File: config.mk
export PLATFORM = sky130hd
export DESIGN_NAME = control_fsm
export DESIGN_NICKNAME = d
export VERILOG_FILES = /design/src/rtl/control_fsm.sv
export SDC_FILE = /design/constraint.sdc
export NUM_CORES = 1
export LEC_CHECK = 0
export CORE_MARGIN = 1.5
export CORE_UTILIZATION = 40
export CTS_BUF_LIST = sky130_fd_sc_hd__clkbuf_16
export DETAILED_ROUTE_END_ITERATION = 7
export PLACE_DENSITY_LB_ADDON = 0.05
export SETUP_SLACK_MARGIN = 0.5
export SLEW_MARGIN = 20
export SYNTH_ARGS = -nofsm -noshare
export SYNTH_HDL_FRONTEND = slang
export SYNTH_SLANG_ARGS = --single-unit
File: constraint.sdc
create_clock -name clk -period 4.05 [get_ports clk]
set_input_delay 0.405 -clock clk [delete_from_list [all_inputs] [get_ports clk]]
set_output_delay 0.405 -clock clk [all_outputs]
set_load 0.01 [all_outputs]
File: src/rtl/control_fsm.sv
// control_fsm -- multi-cycle RV32I sequencer.
//
// Runs one instruction at a time: fetch (PROLOGUE), dispatch on opcode,
// one execute state (plus a wait/writeback pair for loads and stores),
// then back to fetch.  Execute state codes equal the instr[6:2] opcode.
//
// Optional feature macro: CONTROL_FSM_TRAP_EN
//   defined   : an illegal opcode parks the FSM in HALT with trap=1 until reset
//   undefined : an illegal opcode retires as a no-op through MISCMEM, trap=0
//
// Ports:
//   clk, rst      core clock, asynchronous active-high reset
//   opcode        instr[6:2] from the IR
//   cond          branch comparator result (1 = taken)
//   mem_complete  one-cycle pulse, current memory request finished
//   write_pc      PC load strobe;  next_pc_sel 0 = PC+4, 1 = ALU
//   write_ir      IR load strobe
//   write_rd      register file write;  rd_sel 00 ALU, 01 MEM, 10 PC+4
//   mem_read      memory read request (level)
//   mem_write     memory write request (level)
//   addr_sel      memory address 0 = ALU, 1 = PC
//   alu_insel1    00 RS1, 01 PC, 10 zero
//   alu_insel2    00 RS2, 01 immediate, 10 shamt
//   retire        instruction completes (same as write_pc)
//   trap          illegal-instruction flag, sticky until reset
module control_fsm #(
   parameter int OPCODE_WIDTH = 5,
   parameter int STATE_WIDTH  = 5
) (
   input  logic                    clk,
   input  logic                    rst,
   input  logic [OPCODE_WIDTH-1:0] opcode,
   input  logic                    cond,
   input  logic                    mem_complete,
   output logic                    write_pc,
   output logic                    next_pc_sel,
   output logic                    write_ir,
   output logic                    write_rd,
   output logic [1:0]              rd_sel,
   output logic                    mem_read,
   output logic                    mem_write,
   output logic                    addr_sel,
   output logic [1:0]              alu_insel1,
   output logic [1:0]              alu_insel2,
   output logic                    retire,
   output logic                    trap
);

   typedef enum logic [STATE_WIDTH-1:0] {
      LOAD     = 5'b00000,
      LOAD_W   = 5'b00001,
      LOAD_1   = 5'b00010,
      MISCMEM  = 5'b00011,
      OPIMM    = 5'b00100,
      AUIPC    = 5'b00101,
      STORE    = 5'b01000,
      STORE_W  = 5'b01001,
      STORE_1  = 5'b01010,
      OP       = 5'b01100,
      LUI      = 5'b01101,
      BRANCH   = 5'b11000,
      JALR     = 5'b11001,
      JAL      = 5'b11011,
      SYSTEM   = 5'b11100,
      PROLOGUE = 5'b10000,
      DISPATCH = 5'b10001
`ifdef CONTROL_FSM_TRAP_EN
      ,
      HALT     = 5'b10010
`endif
   } state_t;

   state_t state;
   state_t dispatch_target;

   // Only real RV32I opcodes dispatch; the internal wait/writeback codes and
   // the PROLOGUE/DISPATCH/HALT codes are treated as illegal.
   always_comb begin
`ifdef CONTROL_FSM_TRAP_EN
      dispatch_target = HALT;
`else
      dispatch_target = MISCMEM;
`endif
      case (opcode)
         5'b01101: dispatch_target = LUI;
         5'b00101: dispatch_target = AUIPC;
         5'b11011: dispatch_target = JAL;
         5'b11001: dispatch_target = JALR;
         5'b11000: dispatch_target = BRANCH;
         5'b00000: dispatch_target = LOAD;
         5'b01000: dispatch_target = STORE;
         5'b00100: dispatch_target = OPIMM;
         5'b01100: dispatch_target = OP;
         5'b00011: dispatch_target = MISCMEM;
         5'b11100: dispatch_target = SYSTEM;
         default: ;
      endcase
   end

   always_ff @(posedge clk or posedge rst) begin
      if (rst) begin
         state <= PROLOGUE;
      end else begin
         case (state)
            PROLOGUE:       if (mem_complete) state <= DISPATCH;
            DISPATCH:       state <= dispatch_target;
            LOAD, LOAD_W:   state <= mem_complete ? LOAD_1 : LOAD_W;
            STORE, STORE_W: state <= mem_complete ? STORE_1 : STORE_W;
`ifdef CONTROL_FSM_TRAP_EN
            HALT:           state <= HALT;
`endif
            default:        state <= PROLOGUE;
         endcase
      end
   end

   // Outputs stay combinational: write_ir and the branch select must follow
   // mem_complete and cond within the same cycle.
   always_comb begin
      write_pc    = 1'b0;
      next_pc_sel = 1'b0;
      write_ir    = 1'b0;
      write_rd    = 1'b0;
      rd_sel      = '0;
      mem_read    = 1'b0;
      mem_write   = 1'b0;
      addr_sel    = 1'b0;
      alu_insel1  = '0;
      alu_insel2  = '0;
      trap        = 1'b0;
      if (!rst) begin
         case (state)
            PROLOGUE: begin
               addr_sel = 1'b1;
               mem_read = 1'b1;
               write_ir = mem_complete;
            end
            LUI: begin
               alu_insel1 = 2'b10;
               alu_insel2 = 2'b01;
               write_rd   = 1'b1;
               write_pc   = 1'b1;
            end
            AUIPC: begin
               alu_insel1 = 2'b01;
               alu_insel2 = 2'b01;
               write_rd   = 1'b1;
               write_pc   = 1'b1;
            end
            OPIMM: begin
               alu_insel2 = 2'b01;
               write_rd   = 1'b1;
               write_pc   = 1'b1;
            end
            OP: begin
               write_rd = 1'b1;
               write_pc = 1'b1;
            end
            JAL: begin
               alu_insel1  = 2'b01;
               alu_insel2  = 2'b01;
               rd_sel      = 2'b10;
               write_rd    = 1'b1;
               next_pc_sel = 1'b1;
               write_pc    = 1'b1;
            end
            JALR: begin
               alu_insel2  = 2'b01;
               rd_sel      = 2'b10;
               write_rd    = 1'b1;
               next_pc_sel = 1'b1;
               write_pc    = 1'b1;
            end
            BRANCH: begin
               alu_insel1  = 2'b01;
               alu_insel2  = 2'b01;
               next_pc_sel = cond;
               write_pc    = 1'b1;
            end
            MISCMEM, SYSTEM: write_pc = 1'b1;
            LOAD, LOAD_W: begin
               alu_insel2 = 2'b01;
               mem_read   = 1'b1;
            end
            LOAD_1: begin
               rd_sel   = 2'b01;
               write_rd = 1'b1;
               write_pc = 1'b1;
            end
            STORE, STORE_W: begin
               alu_insel2 = 2'b01;
               mem_write  = 1'b1;
            end
            STORE_1: write_pc = 1'b1;
`ifdef CONTROL_FSM_TRAP_EN
            HALT: trap = 1'b1;
`endif
            default: ;
         endcase
      end
      retire = write_pc;
   end

endmodule

# == Word-level counts from Yosys, hierarchy flattened ==
# Cells that the tools add are included.
# word_totals
output_inout_bits,15
register_bits,5
elab_cells,62
input_bits,9
# classes
eq_ne,26
reduce_logical,10
n_mux,25
# op_table
cell,n
5-bit equality test (second input constant),10
5-bit case mux with 10 select lines,1
5-bit by 4-bit equality test with 1-bit output (second input constant),8
5-bit by 3-bit equality test with 1-bit output (second input constant),4
5-bit case mux with 4 select lines,1
1-bit 2-to-1 mux,15
11-bit OR reduction,1
5-bit by 2-bit equality test with 1-bit output (second input constant),2
5-bit zero test,2
10-bit OR reduction,1
2-bit 2-to-1 mux,4
2-bit case mux with 2 select lines,2
7-bit OR reduction,1
2-bit OR reduction,3
3-bit OR reduction,2
5-bit by 1-bit equality test with 1-bit output (second input constant),1
5-bit 2-to-1 mux,1
2-bit != test (second input constant),1
1-bit case mux with 2 select lines,1

# == Logic depth before layout (Yosys ltp) ==
# Gate-level depths: netlist of the first run.
# logic_depth
word_depth,4
mapped_depth,6

# == Worst setup path before layout of the first run ==
# No wires, ideal clock.
# synth_timing
path_type,flip-flop to output port
from,reg state[4]
to,out write_pc
path_buffers,2
slack_ns,2.250
t_arrival_ns,1.395
required_ns,3.645
stages_incl_launch_ff,7
path_cell_list,dfstp_2 -> buf_2 -> nand2_1 -> o22ai_1 -> nand2b_1 -> a31oi_1 -> buf_4
# synth_between
elab_chain_len,4
# synth_rtl
element,line_no,source
"start, declared",73,state_t state;
"start signal, assigned",106,DISPATCH: state <= dispatch_target;
"start signal, assigned",107,"LOAD, LOAD_W: state <= mem_complete ? LOAD_1 : LOAD_W;"
"start signal, assigned",108,"STORE, STORE_W: state <= mem_complete ? STORE_1 : STORE_W;"
5-bit equality test (tied with other cells),132,case (state)
11-bit OR reduction (no line) (*),-,
1-bit 2-to-1 mux (*),132,
1-bit 2-to-1 mux (*),131,if (!rst) begin
"end, declared",35,"output logic write_pc,"
# Every way passes the cells marked *; elsewhere a longest branch is shown, timed or not.

# == Worst setup path in the final report of the first run ==
# layout_timing
from,in rst
to,out write_ir
# layout_between
elab_chain_len,1
# layout_rtl
element,line_no,source
"start, declared",31,"input logic rst,"
1-bit 2-to-1 mux,131,
"end, declared",37,"output logic write_ir,"
# No other way between the ends.

==> metrics, run 1 <==
status complete, no violations; first-pass GRT wire length 2290 um; DR DRC count 0; Die X 41.30 um; area share of fa/ha/maj cells after synthesis 0%; num ports 24; Post-Place Cell Area 753.2 um^2; Tmin final between 2 and 3 ns; required time worst endpoint between 3 and 4 ns; Clock Tree Root clkbuf_16; largest net degree at the start of global routing 14; drt via density 5.682; area share of the largest cell type after synthesis 17.06%; vias in the first global route 508; CTS Buffer Depth 2; Top Registers state x5; Rows 13; Worst Path Arrival ~2.2 ns; CTS tree done; synth unique cells 35; vias 625; die area about 1700 um^2; dpl hpwl 1084 um; antenna-violating nets left 0; highest clock rate ~380 MHz; hold_buf cts 0; critical path class in -> out; number of setup buffers added after CTS 0; area leader, netlist dfrtp_1; compound-gate portion of the synthesized area a little over a fifth; Final Instance Area 832.0 um^2; number of synthesized register bits 5; synthesized instance count just under 80; largest family of logic cells by synthesized area simple AND/OR/NAND/NOR gates; Skew-Pair Late Insertion Delay around 0.23 ns; post-synthesis sequential area ratio 21.54%; Routed Wire Length 1473 um; post-synthesis xor/xnor area fraction 0%; synth top area cells dfrtp_1 17%, buf_6 5.8%, nor3_1 5.1%; gr usage total a little over a fifth; clock skew 0.0001116 ns; most flop-heavy register state; layout net count ~110; Pre-antenna DRT Iters 4; worst hold path type in -> async; Setup TNS 0 ns; H-tree lvl count 1; Fillers 138; CTS clock-pin slew for the worst setup and hold paths about 0.03 ns; initial antenna violation count 0; Largest register FFs 5; Placement Setup Slack 1.438 ns; total core area 1334 um^2; Syn Std Cell Area 586.8 um^2; Max-Cap Viols 0; worst-path fanout max 10; ANT cells 0; Initial Util 44.00%; Hold Vio Cnt, Final 0; total power 0.0004924 W; Peak VDD IR 0.2125 mV; Post-Synth Simple-Gate Area 40.30%; area growth from synthesis to layout 41.79%; layout cells sized above 1 9.474%; Starting DRT DRC Count 17; port bufs 21; RSZ-0062 raised after global routing no; post-synthesis mux area share 0%; average size of a mapped cell ~7.6 um^2; Die Height 41.30 um; pwr dens 591.8 nW/um^2; LEAKAGE 0.3094 nW; worst setup margin 1.443 ns; gpl congestion 0.8154; Ys Warns 0; Sink Count 5; fin. max-slew vios 0; fin crit share between 60% and 70%; most frequent cells in the layout 21 x clkdlybuf4s50_1, 7 x inv_1, 6 x nor2_1, 6 x nor3_1; most common cell after layout, fill and taps aside clkdlybuf4s50_1; Critical Path Source Type input port; CTS Buf Count 3; CP Capture Type output port; Final setup viols 0; GR Overflow Total 0; Resize count post-CTS 0; drt wl/cell 13.39 um
[layout make-up]
class | instances | area, um^2 | share of cell area [%]
multi-input combinational | 58 | 371.6 | 44.66
sequential | 5 | 126.4 | 15.19
clock inverter | 1 | 3.754 | 0.4511
clock buffer | 3 | 75.07 | 9.023
timing repair buffer | 21 | 210.2 | 25.26
tap | 15 | 18.77 | 2.256
inverter | 7 | 26.28 | 3.158
[power breakdown]
| part | leakage [nW] | internal, W | switching [W] |
|---|---|---|---|
| sequential | 0.0635 | 0.0000708 | 0.0000500 |
| clock | 0.0423 | 0.000128 | 0.0000305 |
| combinational | 0.204 | 0.000108 | 0.000106 |
[synth_stat cells, drive strengths merged]
| cell | count |
|---|---|
| a21oi | 5 |
| and2 | 2 |
| a31oi | 2 |
| nand3b | 1 |
| or3 | 1 |
| a32o | 2 |
| conb | 1 |
| and3 | 1 |
| a21boi | 1 |
| or4 | 1 |
| nor2b | 1 |
| o211ai | 1 |
| o21ai | 5 |
| nand3 | 2 |
| nor3 | 6 |
| nor2 | 6 |
| dfrtp | 4 |
| and4 | 1 |
| nand4 | 1 |
| o32ai | 1 |
| buf | 8 |
| a2111oi | 1 |
| nor3b | 1 |
| o22ai | 2 |
| nand2b | 6 |
| nor4 | 2 |
| nand2 | 3 |
| dfstp | 1 |
| nor4b | 1 |
| inv | 7 |
[cells by family (layout without fill, tap and decap cells)]
kind of cell           Yosys count  after routing
buffers and inverters           15             32
AO/OA/AOI/OAI                   20             20
flip-flops                       5              5
AND/OR/NAND/NOR                 36             36
other                            1              2
[worst max-delay path, cell delays in order]
cell	delay, ns
clkdlybuf4s50_1	0.56
or3_4	0.41
nor4_4	0.15
and2_1	0.15
clkdlybuf4s50_1	0.52
[metal layers]
| layer | vias up | track usage [%] | wire (um) |
|---|---|---|---|
| met5 | - | 0 | 0 |
| met4 | 0 | 17.74 | 46 |
| met3 | 5 | 4.787 | 102 |
| met2 | 25 | 28.13 | 616 |
| met1 | 283 | 28.66 | 708 |
| li1 | 312 | - | - |
[worst paths after layout]
kind	cells past startpoint	slack (ns)	start	to
max in group asynchronous	2	3.13	rst	state[4]
worst min-delay path	2	0.66	rst	state[0]
min in group clk	2	0.67	state[4]	state[2]
worst max register to register	3	2.67	state[1]	state[3]
worst min register to register	2	0.67	state[4]	state[2]
worst max-delay path	5	1.44	rst	write_ir
[through the flow]
stage	hold WS (ns)	std cells	util (%)
2_1_floorplan	0.3202	78	-
3_3_place_gp	0.6611	106	56.47
3_5_place_dp	0.6652	106	56.47
4_1_cts	0.6569	110	62.38
5_1_grt	0.7037	110	62.38
6_report	0.6584	110	62.38
Power figures use the tool's default switching activity.
==> inputs of run 2 (changes only) <==
==> constraint.sdc (replaced) <==
create_clock -name clk -period 2.5 [get_ports clk]
set_input_delay 0.25 -clock clk [delete_from_list [all_inputs] [get_ports clk]]
set_output_delay 0.25 -clock clk [all_outputs]
set_load 0.01 [all_outputs]
==> run 2 against run 1 <==
First-iteration DRC count down 35%. Die area is the same. Flip-flop and latch count did not move. Worst setup slack worse by 0.89 ns. Highest routed layer unchanged.
==> metrics, run 2 (synthesized netlist as in run 1, its figures left out) <==
Sink Count 5; initial antenna violation count 0; Setup TNS 0 ns; non-filler cells, final approximately 120; ANT cells 0; GR Overflow Total 0; CTS Buffer Depth 2; antenna-violating nets left 0; Tmin final 1.950 ns; dpl hpwl ~1100 um; RSZ-0062 raised after global routing no; pwr dens between 900 and 1000 nW/um^2; Die X 41.30 um; most common cell after layout, fill and taps aside clkdlybuf4s50_1; worst hold path type in -> async; worst-path fanout max 9; CTS Buf Count 3; R2R depth 4; Skew-Pair Late Insertion Delay 0.22 ns; Top Registers state x5; Pre-antenna DRT Iters 4; highest clock rate 512.8 MHz; fin. max-slew vios 0; gr usage total 21.10%; clock skew 0.002985 ns; Max-Cap Viols 0; critical path class in -> out; Hold Vio Cnt, Final 0; total core area approximately 1300 um^2; drt via density 5.782; Peak VDD IR 0.5390 mV; Die Height 41.30 um; Worst Path Arrival around 1.7 ns; DR DRC count 0; Clock Tree Root clkbuf_16; Critical Path Source Type input port; H-tree lvl count 1; CP Capture Type output port; first-pass GRT wire length 2387 um; most flop-heavy register state; vias in the first global route 528; port bufs 21; Final setup viols 0; LEAKAGE 0.4429 nW; fin crit share 78.00%; Starting DRT DRC Count 11; layout net count 114; die area 1706 um^2; layout cells sized above 1 24.04%; status complete, no violations; Routed Wire Length 1651 um; CTS tree done; drt wl/cell 13.87 um; area growth from synthesis to layout 58.21%; num ports 24; gpl congestion 0.8153; CTS clock-pin slew for the worst setup and hold paths 0.03 ns; Largest register FFs 5; Rows 13; Initial Util 44.00%; total power about 0.00086 W; vias 688; largest net degree at the start of global routing 10; required time worst endpoint 2.25 ns; most frequent cells in the layout 10 x clkdlybuf4s50_1, 6 x nor3_1, 6 x dlygate4sd2_1, 6 x buf_4; DP Cell Count roughly 110
-- run 2: cell types whose count changed in the layout (fill, tap and decap cells not counted), moves of 4 or more --
cell,previous run,this run
clkdlybuf4s50_1,21,10
buf_4,0,6
dlygate4sd2_1,0,6
dfrtp_1,4,0
dfrtp_2,0,4
dlymetal6s2s_1,0,4
-- run 2: critical path, cell delays in order --
cell             delay, ns
clkdlybuf4s50_1       0.52
buf_6                 0.16
clkinvlp_4            0.11
and4_1                0.19
clkdlybuf4s50_1       0.47
-- run 2: per-stage QoR --
stage                     cell area (um^2)  hold WS, ns  worst slack (ns)  util, %
after floorplan                      590.6       0.1652            0.8546        -
after global routing                 928.4       0.5550            0.5112    69.61
after detailed placement             760.7       0.6643            0.3858    57.04
after global placement               760.7       0.6606            0.3905    57.04
after CTS                            903.4       0.5467            0.3627    67.73
final                                928.4       0.5463            0.5499    69.61
-- run 2: what timing repair did --
item	in CTS	in global routing
resized for setup	14	7
cloned	0	0
hold buffers	0	0
endpoints found under the setup margin	12	6
buffers inserted	7	1
-- run 2: final cells by class --
class | count | area, um^2
clock inverters | 1 | 3.754
fillers | 106 | 405.4
clock buffers | 3 | 75.07
inverters | 7 | 30.03
flip-flops and latches | 5 | 131.4
repair buffers | 30 | 292.8
well taps | 15 | 18.77
multi-input cells | 58 | 376.6
-- run 2: worst paths after layout --
path	startpoint	endpoint	slack, ns
min in group clk	state[4]	state[4]	0.66
setup reg to reg	state[4]	state[3]	0.98
setup / recovery	rst	mem_read	0.55
hold reg to reg	state[4]	state[4]	0.66
max in group asynchronous	rst	state[4]	1.76
hold / removal	rst	state[0]	0.55
-- run 2: power breakdown --
part | internal [W] | switching, W | total, W
sequential | 0.000119 | 0.0000517 | 0.000170
clock | 0.000207 | 0.0000484 | 0.000255
combinational | 0.000213 | 0.000223 | 0.000436
total | 0.000538 | 0.000324 | 0.000862
-- run 2: metal layers --
layer | up-vias | global-route usage (%) | share of wire [%]
met4 | 0 | 4.839 | 0.73
met3 | 2 | 1.596 | 7.7
li1 | 331 | - | -
met5 | - | 0 | 0
met2 | 34 | 32.03 | 47
met1 | 321 | 31.95 | 45
==> inputs of run 3 (changes only) <==
--- a/config.mk
+++ b/config.mk
@@ -6,7 +6,7 @@
 export NUM_CORES = 1
 export LEC_CHECK = 0
 export CORE_MARGIN = 1.5
-export CORE_UTILIZATION = 40
+export CORE_UTILIZATION = 37
 export CTS_BUF_LIST = sky130_fd_sc_hd__clkbuf_16
 export DETAILED_ROUTE_END_ITERATION = 7
 export PLACE_DENSITY_LB_ADDON = 0.05
==> constraint.sdc (replaced) <==
create_clock -name clk -period 1.6 [get_ports clk]
set_input_delay 0.16 -clock clk [delete_from_list [all_inputs] [get_ports clk]]
set_output_delay 0.16 -clock clk [all_outputs]
set_load 0.01 [all_outputs]
==> run 3 against run 2 <==
The run now ends with negative setup slack left. First-iteration DRC count grew 73%. Combinational power grew to 3.0 times the previous value. Flip-flop and latch count is the same. Critical path type is now reg -> out. Routed wire length grew 38%. Clock skew grew 0.0013 ns. Critical path depth grew 2. Sequential power grew 42%. Power grew 130%.
==> metrics, run 3 (synthesized netlist as in run 1, its figures left out) <==
gr usage total approximately a quarter; gpl congestion 0.8248; non-filler cells, final 144; Crit. Startpoint state[4]; switching share of power 38.90%; clock share of power 20.7%; ANT cells 0; H-tree lvl count 1; failing checks negative setup slack; die area 1834 um^2; required time worst endpoint 1.44 ns; Die Height 42.83 um; pwr dens 1603 nW/um^2; num ports 24; Worst Min Path Start opcode[1]; Fillers 103; Reg power frac about an eighth; most flop-heavy register state; highest clock rate 585.0 MHz; initial antenna violation count 0; NetSw 0.0007672 W; port bufs 21; worst hold slack 0.2890 ns; antenna-violating nets left 0; worst hold path type in -> reg; layout net count 138; dpl hpwl 1416 um; Routed Wire Length 2286 um; FF-to-FF Start state[4]; Worst path most repeated cell buf_6; drt via density roughly 5.4; most frequent cells in the layout 23 x buf_4, 14 x buf_6, 9 x buf_2; status complete, but fails checks; CP max stage cell dfstp_2; area growth from synthesis to layout 109.6%; clock skew about 0.0043 ns; Int Pwr 0.001205 W; Sink Count 5; LEAKAGE 0.5689 nW; CTS Buf Count 3; most common cell after layout, fill and taps aside buf_4; CTS clock-pin slew for the worst setup and hold paths 0.03 ns; CTS Buffer Depth 2; Setup TNS -0.4756 ns; first-pass GRT wire length 3581 um; Top Registers state x5; Hold Vio Cnt, Final 0; Largest register FFs 5; RSZ-0062 raised after global routing yes; Worst Path Arrival 1.55 ns; total core area 1489 um^2; Tmin final 1.709 ns; total power 0.001972 W; vias just under 800; Max-Cap Viols 0; Starting DRT DRC Count 19; hold_buf cts 0; Peak VDD IR 0.8858 mV; CTS tree done; Die X 42.83 um; DR DRC count 0; DP Cell Count 131; combinational share of power 67.0%; Rows 14; largest net degree at the start of global routing 12; critical path class reg -> out; Final setup viols 6; Skew-Pair Late Insertion Delay 0.23 ns; fin. max-slew vios 0; Clock Tree Root clkbuf_16; layout cells sized above 1 around 65%; slowest cell delay on critical path between 0.5 and 0.6 ns; worst setup margin -0.1095 ns; GR Overflow Total 0; Pre-antenna DRT Iters 4; worst-path fanout max 4; vias in the first global route 771; Core Util, Final 82.60%; CP Cell Sequence buf_6, nor2_4, buf_6, a21oi_4, buf_6, a21oi_2, buf_2; Initial Util 39.41%; Critical Path Source Type register; fin crit share 106.8%; drt wl/cell roughly 16 um; CP Capture Type output port
run 3: cell types whose count changed in the layout (fill, tap and decap cells not counted), sizes merged:
cell	previous run	this run
clkdlybuf4s15	1	0
clkinvlp	1	0
dlygate4sd2	6	1
clkdlybuf4s50	10	4
inv	7	8
buf	9	46
dlymetal6s2s	4	3
run 3: critical path: cells and delay by family, from the launching register on:
| kind | cells | cell delay, ns |
|---|---|---|
| AOI/OAI and AO/OA | 2 | 0.22 |
| DFF | 1 | 0.55 |
| and+or+nand+nor | 1 | 0.05 |
| buffers and inverters | 4 | 0.49 |
run 3: worst paths after layout:
kind                       endpoint  slack (ns)  cells past startpoint
max                        write_rd       -0.11                      7
min                        state[2]        0.29                      3
max reg2reg                state[3]        0.09                      5
min reg2reg                state[4]        0.68                      3
max in group asynchronous  state[4]        0.90                      4
min in group asynchronous  state[0]        0.50                      4
run 3: area by class of cell:
cell class              count  area [um^2]  share of cell area (%)
multi-input cells          58        509.2                   41.40
repair buffers             54        461.7                   37.54
flip-flops and latches      5        128.9                   10.48
clock buffers               3        75.07                   6.104
inverters                   7        31.28                   2.543
well taps                  16        20.02                   1.628
clock inverters             1        3.754                  0.3052
run 3: routing by layer:
| metal | global-route usage (%) | share of wire, % | up-vias |
|---|---|---|---|
| li1 | - | - | 376 |
| met1 | 32.56 | 46 | 379 |
| met2 | 44.24 | 51 | 29 |
| met5 | 0 | 0 | - |
| met4 | 6.250 | 0 | 0 |
| met3 | 5.106 | 3.5 | 0 |
run 3: stage by stage:
stage | setup WS (ns) | cell area [um^2]
after floorplan | 0.2026 | 638.1
after global placement | -0.3398 | 972.2
after detailed placement | -0.3487 | 972.2
after CTS | -0.1008 | 1094
after global routing | -0.1491 | 1230
final | -0.1095 | 1230
run 3: power by group through the flow:
stage | Sequential (W) | Combinational [W] | Clock, W
after floorplan | 0.000208 | 0.000534 | 0
after global placement | 0.000226 | 0.000912 | 0
after detailed placement | 0.000226 | 0.000921 | 0
after CTS | 0.000237 | 0.00103 | 0.000409
after global routing | 0.000247 | 0.00141 | 0.000421
final | 0.000241 | 0.00132 | 0.000408
run 3: timing repair:
| action | in CTS | in global routing |
|---|---|---|
| pin swaps | 8 | 11 |
| buffers inserted | 2 | 7 |
| resized for setup | 82 | 22 |
| cloned | 0 | 0 |
| hold endpoints to repair | 0 | 0 |
| setup endpoints to repair | 18 | 18 |
